--- config.mk ---
export PLATFORM = sky130hd
export DESIGN_NAME = cpu_step_ctrl
export DESIGN_NICKNAME = d
export VERILOG_FILES = /design/src/rtl/cpu_step_ctrl.sv
export SDC_FILE = /design/constraint.sdc
export NUM_CORES = 1
export LEC_CHECK = 0
export ABC_CLOCK_PERIOD_IN_PS = 6300
export BUFFER_PORTS_ARGS = -buffer_cell sky130_fd_sc_hd__buf_2
export CAP_MARGIN = 0
export CORE_MARGIN = 3
export CORE_UTILIZATION = 59
export CTS_CLUSTER_DIAMETER = 150
export DETAILED_ROUTE_END_ITERATION = 8
export HOLD_SLACK_MARGIN = 0.15
export PLACE_DENSITY = 0.85
export SKIP_LAST_GASP = 1
export SLEW_MARGIN = 30
export SYNTH_ARGS = -nofsm -noshare
export SYNTH_HDL_FRONTEND = slang
export SYNTH_SLANG_ARGS = --single-unit
--- constraint.sdc ---
create_clock -name clk -period 6.3 [get_ports clk]
set_input_delay 1.26 -clock clk [delete_from_list [all_inputs] [get_ports clk]]
set_output_delay 1.26 -clock clk [all_outputs]
set_load 0.005 [all_outputs]
--- src/rtl/cpu_step_ctrl.sv ---
// Debounced step button driving a one-cycle CPU clock-enable, with single-step,
// N-step burst and divided-rate free-run modes plus a PC breakpoint halt.
module cpu_step_ctrl #(
    parameter int DEB_CYCLES = 4,
    parameter int DEB_W      = 20,
    parameter int RATE       = 3,
    parameter int RATE_W     = 24,
    parameter int PC_W       = 32,
    parameter int BURST_W    = 8,
    parameter int CNT_W      = 16
) (
    input  logic               clk,
    input  logic               rst,
    input  logic               btn,
    input  logic [1:0]         mode,
    input  logic [BURST_W-1:0] burst_len,
    input  logic [PC_W-1:0]    pc,
    input  logic [PC_W-1:0]    bp_addr,
    input  logic               bp_en,
    output logic               cpu_ce,
    output logic               running,
    output logic               bp_hit,
    output logic [CNT_W-1:0]   step_count
);

    localparam logic [DEB_W-1:0]  DEB_LAST  = DEB_W'(DEB_CYCLES - 1);
    localparam logic [RATE_W-1:0] RATE_LAST = RATE_W'(RATE - 1);

    typedef enum logic [1:0] {
        IDLE  = 2'd0,
        BURST = 2'd1,
        RUN   = 2'd2
    } state_t;

    state_t             state;
    logic               sync_q1;
    logic               sync_q2;
    logic               deb_level;
    logic [DEB_W-1:0]   deb_cnt;
    logic [RATE_W-1:0]  rate_cnt;
    logic [BURST_W-1:0] remaining;
    logic               first;
    logic               press;
    logic               tick;
    logic               bp_match;

    always_ff @(posedge clk or posedge rst) begin
        if (rst) begin
            sync_q1 <= 1'b0;
            sync_q2 <= 1'b0;
        end else begin
            sync_q1 <= btn;
            sync_q2 <= sync_q1;
        end
    end

    // The stable level only moves after DEB_CYCLES consecutive differing samples.
    always_ff @(posedge clk or posedge rst) begin
        if (rst) begin
            deb_level <= 1'b0;
            deb_cnt   <= '0;
        end else if (sync_q2 == deb_level) begin
            deb_cnt <= '0;
        end else if (deb_cnt == DEB_LAST) begin
            deb_level <= sync_q2;
            deb_cnt   <= '0;
        end else begin
            deb_cnt <= deb_cnt + 1'b1;
        end
    end

    // Press is flagged in the cycle the stable level is about to rise.
    assign press    = sync_q2 && !deb_level && (deb_cnt == DEB_LAST);
    assign tick     = (rate_cnt == RATE_LAST);
    assign bp_match = bp_en && (pc == bp_addr) && !first;

    always_ff @(posedge clk or posedge rst) begin
        if (rst) begin
            state      <= IDLE;
            cpu_ce     <= 1'b0;
            running    <= 1'b0;
            bp_hit     <= 1'b0;
            step_count <= '0;
            rate_cnt   <= '0;
            remaining  <= '0;
            first      <= 1'b0;
        end else begin
            cpu_ce <= 1'b0;
            case (state)
                IDLE: begin
                    if (press) begin
                        bp_hit <= 1'b0;
                        case (mode)
                            2'b01: begin
                                remaining <= burst_len;
                                if (burst_len != '0) begin
                                    state    <= BURST;
                                    running  <= 1'b1;
                                    rate_cnt <= '0;
                                    first    <= 1'b1;
                                end
                            end
                            2'b10: begin
                                state    <= RUN;
                                running  <= 1'b1;
                                rate_cnt <= '0;
                                first    <= 1'b1;
                            end
                            default: begin
                                cpu_ce     <= 1'b1;
                                step_count <= step_count + 1'b1;
                            end
                        endcase
                    end
                end
                BURST, RUN: begin
                    // A press stops RUN outright, swallowing any coincident tick.
                    if (state == RUN && press) begin
                        state   <= IDLE;
                        running <= 1'b0;
                    end else if (tick) begin
                        rate_cnt <= '0;
                        if (bp_match) begin
                            state   <= IDLE;
                            running <= 1'b0;
                            bp_hit  <= 1'b1;
                        end else begin
                            cpu_ce     <= 1'b1;
                            step_count <= step_count + 1'b1;
                            first      <= 1'b0;
                            if (state == BURST) begin
                                remaining <= remaining - 1'b1;
                                if (remaining == BURST_W'(1)) begin
                                    state   <= IDLE;
                                    running <= 1'b0;
                                end
                            end
                        end
                    end else begin
                        rate_cnt <= rate_cnt + 1'b1;
                    end
                end
                default: begin
                    state   <= IDLE;
                    running <= 1'b0;
                end
            endcase
        end
    end

endmodule

Word-level counts from Yosys, hierarchy flattened
Index checks and enable logic that the tools add are counted.
W data, S select, Z words.
{"block": "op_classes", "add_sub_neg": 4, "eq_ne": 22, "mux": 54, "bitwise_logic": 1, "reduce_logical": 19}
{"cell": "$mux W24", "count": 4}
{"cell": "$pmux W24 S2", "count": 2}
{"cell": "$mux W16", "count": 5}
{"cell": "$mux W8", "count": 6}
{"cell": "$mux W20", "count": 2}
{"cell": "$eq A32 B32 Y1", "count": 1}
{"cell": "$pmux W16 S2", "count": 1}
{"cell": "$add A24 B1 Y24 const B", "count": 1}
{"cell": "$eq A24 B2 Y1 const B", "count": 1}
{"cell": "$add A20 B1 Y20 const B", "count": 1}
{"cell": "$eq A20 B2 Y1 const B", "count": 1}
{"cell": "$mux W1", "count": 19}
{"cell": "$add A16 B1 Y16 const B", "count": 1}
{"cell": "$pmux W8 S2", "count": 1}
{"cell": "$mux W2", "count": 7}
{"cell": "$ne A2 B2 Y1 const B", "count": 7}
{"cell": "$reduce_and A7 Y1", "count": 2}
{"cell": "$reduce_and A6 Y1", "count": 2}
{"cell": "$pmux W1 S2", "count": 5}
{"cell": "$reduce_and A5 Y1", "count": 2}
{"cell": "$eq A8 B1 Y1 const B", "count": 1}
{"cell": "$ne A4 B4 Y1 const B", "count": 2}
{"cell": "$pmux W2 S2", "count": 2}
{"cell": "$reduce_bool A8 Y1", "count": 1}
{"cell": "14 further kinds", "count": 23}
{"block": "word_totals", "register_bits": 77, "elab_cells": 112}

Logic depth before layout (Yosys ltp)
{"block": "logic_depth", "depth_word": 7, "mapped_depth": 10, "ltp_nobuf": 9}

Worst setup path before layout
No wires, ideal clock.
{"block": "synth_path", "path_kind": "input to register", "start": "input mode[0]", "end": "register rate_cnt[15]", "t_arrival_ns": 2.858, "required_time_ns": 6.226, "path_slack_ns": 3.368, "stages": 9, "path_buffers": 0, "cell_sequence": "inv_1 ha_1 nor2_1 a31oi_1 nor2_1 a2111oi_4 nand2_4 or4_4 o21ai_2"}
{"block": "synth_between", "elab_chain_cells": 4}
{"element": "start: declaration", "line": "15", "source": "input logic [1:0] mode,"}
{"element": "$eq A2 B2 Y1 / $eq A2 B1 Y1 (equally long branches)", "line": "93", "source": "case (mode)"}
{"element": "$pmux W24 S2", "line": "93"}
{"element": "$mux W24", "line": "91", "source": "if (press) begin"}
{"element": "$pmux W24 S2", "line": "89", "source": "case (state)"}
{"element": "end signal: assignment", "line": "140", "source": "rate_cnt <= rate_cnt + 1'b1;"}
{"element": "end: declaration", "line": "40", "source": "logic [RATE_W-1:0] rate_cnt;"}
Several ways; a longest one is shown, not always the timed one. The select of a mux whose other input is x is not followed.
A chain may end at the register's enable or synchronous reset.

Worst setup path after layout
{"block": "layout_path", "start": "input mode[1]", "end": "register rate_cnt[15]"}
Same word-level chain as after synthesis.

==> impl_metrics.sql <==
INSERT INTO impl_metrics (metric_group, metric, value, unit) VALUES
('drt', 'avgRoutedWirePerCell', '15.03', 'µm'),
('global_route', 'grt_pass1_vias', '3789', ''),
('cells_and_area', 'fraction_of_layout_cells_with_a_size_suffix_above_1', '0.2288', ''),
('power', 'totalPowerFinal', '0.001634', 'W'),
('cts', 'post_cts_resize_count', '0', ''),
('worst_setup_path', 'path_max_fanout', '10', ''),
('drt', 'dr.max_layer_used', 'met4', ''),
('cts', 'cts_num_sinks', '77', ''),
('cts', 'cts.repair_timing.setup_buffer_count', '0', ''),
('logic_synthesis', 'synth_largest_area_cell', 'sky130_fd_sc_hd__dfrtp_1', ''),
('logic_synthesis', 'postSynth.asyncResetShare', '1.000', ''),
('global_route', 'grt_use_total', '0.2461', ''),
('drt', 'drt_antenna_net_count', '0', ''),
('logic_synthesis', 'synth-main-ff-cell', 'sky130_fd_sc_hd__dfrtp_1', ''),
('sta', 'finalCritPeriodShare', '0.4888', ''),
('flow_run', 'max_cap_violations', '0', ''),
('global_route', 'grt_first_pass_wirelength', '17200', 'µm'),
('logic_synthesis', 'post_synth_and_or_nand_nor_area_fraction', '0.2477', ''),
('min_path', 'worst_hold_path_type', 'reg2reg', ''),
('sta', 'measured_slew_at_the_worst_slew_check_pin', '0.8498', 'ns'),
('cts', 'clock_insertion_delay_worst_skew', '0.37', 'ns'),
('drt', 'drt_first_pass_iters', '5', ''),
('logic_synthesis', 'yosysSeqAreaShare', '0.4252', ''),
('worst_setup_path', 'worst-endpoint-required', '6.59', 'ns'),
('floorplan', 'floorplan.core_area', '7370', 'µm²'),
('drt', 'first_iter_violations', '248', ''),
('sta', 'rsz0062_at_grt', 'false', ''),
('cells_and_area', 'antenna_cells_inserted', '0', ''),
('cts', 'clkSlewWorstSetupHoldPaths', '0.09', 'ns'),
('worst_setup_path', 'worst_ep_arrival_time', '3.37', 'ns'),
('logic_synthesis', 'synth_edf_count', '0', ''),
('placement', 'post-place-cells', '660', ''),
('global_route', 'globalRoute.totalOverflow', '0', ''),
('cells_and_area', 'final_cell_count_no_fill', '676', ''),
('worst_setup_path', 'critical-path-slowest-cell', 'sky130_fd_sc_hd__a2111oi_4', ''),
('power', 'peakVddDrop', '219.0', 'µV'),
('logic_synthesis', 'netlist_top_cells_area', 'sky130_fd_sc_hd__dfrtp_1, sky130_fd_sc_hd__xnor2_1, sky130_fd_sc_hd__nor2_1', ''),
('logic_synthesis', 'synthMuxAreaShare', '0.007178', ''),
('logic_synthesis', 'post_synth_num_cell_types', '58', ''),
('placement', 'dp_hpwl', '7527', 'µm'),
('placement', 'io_buffers', '96', ''),
('drt', 'dr_wl_met2', '5174', 'µm'),
('cts', 'cts-hold-fix-buffers', '0', ''),
('logic_synthesis', 'synth_top_area_frac', '0.4252', ''),
('cts', 'htree_num_levels', '3', ''),
('logic_synthesis', 'synth_compound_area_frac', '0.09912', ''),
('status', 'status', 'complete, no violations', ''),
('drt', 'detail_route.vias_per_cell', '5.775', ''),
('sta', 'finalCriticalPeriod', '3.079', 'ns'),
('drt', 'drt-met1-wl', '4400', 'µm'),
('drt', 'routed_wl', '10160', 'µm'),
('power', 'power.density_cell_area', '309.8', 'nW/µm²'),
('logic_synthesis', 'synth_adder_area_share', '0.03589', ''),
('sta', 'fmax', '324.7', 'MHz'),
('sta', 'final.hold.worst_slack', '0.3458', 'ns'),
('floorplan', 'initial_core_util', '0.6149', ''),
('cts', 'cts_max_path_buffers', '2', ''),
('worst_setup_path', 'timing.critical_path.slowest_cell_delay', '0.57', 'ns'),
('floorplan', 'rows', '31', ''),
('drt', 'dr_total_vias', '3904', ''),
('logic_synthesis', 'synth_top_family_by_area', 'simple AND/OR/NAND/NOR gates', ''),
('global_route', 'antenna_found_initial', '0', ''),
('cts', 'cts_root_buf', 'sky130_fd_sc_hd__clkbuf_8', ''),
('sta', 'worst_clock_skew', '0.01264', 'ns'),
('worst_setup_path', 'path_cells', 'buf_2 > inv_1 > ha_1 > nor2_1 > a31oi_1 > nor2_1 > a2111oi_4 > nand2_4 > or4_4 > o21ai_2', ''),
('sta', 'hold_viol_final', '0', ''),
('sta', 'setup-tns-final', '0', 'ns'),
('worst_setup_path', 'critPathLaunchType', 'input pin', ''),
('sta', 'setup-violations-final', '0', ''),
('worst_setup_path', 'setup.worst_path.end_class', 'register', ''),
('floorplan', 'design.die.area', '8768', 'µm²');
-- cell type report --
cell class / count / area (µm²)
tap: 99 / 123.9
fill: 535 / 2095
clock buffer: 9 / 123.9
inverter: 22 / 82.58
multi-input combinational: 364 / 2450
sequential: 77 / 1927
clock inverter: 7 / 68.82
timing repair buffer: 98 / 499.2
-- worst max-delay path: cells and delay by family --
kind | cells | cell delay, ns
and+or+nand+nor | 4 | 0.86
adders and majority gates | 1 | 0.19
AOI/OAI and AO/OA | 3 | 0.90
buffers and inverters | 2 | 0.16
-- cell families after synthesis --
family	after synthesis
AOI/OAI and AO/OA	61
xor gates and xnor gates	78
adders and majority gates	13
buffers and inverters	37
DFF	77
muxes	3
and+or+nand+nor	209
-- synth_stat cells, drive strengths merged (9+ instances only) --
library cell and count:
ha 13, nor3 17, nor4 17, inv 22
xnor2 58, and3 20, nand3 26, nand2 32
xor2 20, clkbuf 9, nor2 48, a21oi 13
dfrtp 77, o21ai 17, nand4 28
-- state kept, by name (all words and copies together) (netlist names), 2 cells and up --
signal / flops
deb_cnt: 20
rate_cnt: 24
remaining: 8
state: 2
step_count: 16
-- where the power goes --
part / total (W) / internal, W / switching, W
Clock: 0.000360 / 0.000152 / 0.000208
Combinational: 0.000588 / 0.000227 / 0.000361
Sequential: 0.000686 / 0.000582 / 0.000104
Total: 0.00163 / 0.000961 / 0.000674
-- final timing paths --
kind | endpoint | start | cells past startpoint | slack, ns
setup / recovery | rate_cnt[15] | mode[1] | 10 | 3.22
hold / removal | sync_q2 | sync_q1 | 0 | 0.35
setup reg to reg | remaining[7] | rate_cnt[0] | 9 | 3.32
hold reg to reg | sync_q2 | sync_q1 | 0 | 0.35
max in group asynchronous | rate_cnt[14] | rst | 3 | 4.79
min in group asynchronous | step_count[12] | rst | 3 | 1.05
-- cells in the final DEF (no fill, tap or decap), types with 4 or more instances in the layout --
cell,netlist,routed
sky130_fd_sc_hd__ha_1,13,13
sky130_fd_sc_hd__xor2_1,20,20
sky130_fd_sc_hd__buf_2,4,96
sky130_fd_sc_hd__a2bb2oi_1,4,4
sky130_fd_sc_hd__a21oi_1,12,12
sky130_fd_sc_hd__dfrtp_1,77,77
sky130_fd_sc_hd__xnor2_1,58,58
sky130_fd_sc_hd__nor4_1,16,16
sky130_fd_sc_hd__nand4_1,28,28
sky130_fd_sc_hd__nand2_1,31,31
sky130_fd_sc_hd__and3_1,17,17
sky130_fd_sc_hd__nor3_1,17,17
sky130_fd_sc_hd__clkbuf_8,0,9
sky130_fd_sc_hd__inv_1,22,21
sky130_fd_sc_hd__nand3_1,26,26
sky130_fd_sc_hd__nor2_1,48,48
sky130_fd_sc_hd__or3_1,6,6
sky130_fd_sc_hd__o21ai_0,16,16
-- through the flow --
step	area, µm²	setup WS [ns]	utilization
CTS	5271	3.305	0.7153
finish	5275	3.221	0.7158
global placement	5079	3.016	0.6891
floorplan	4532	3.073	-
detailed placement	5079	2.912	0.6891
global route	5275	3.035	0.7158
-- metal layers --
metal / global-route usage / vias to the layer above
met5: 0 / -
met3: 0.06114 / 16
li1: - / 1890
met4: 0.06859 / 0
met2: 0.4068 / 114
met1: 0.3227 / 1884
Power figures use the tool's default switching activity.
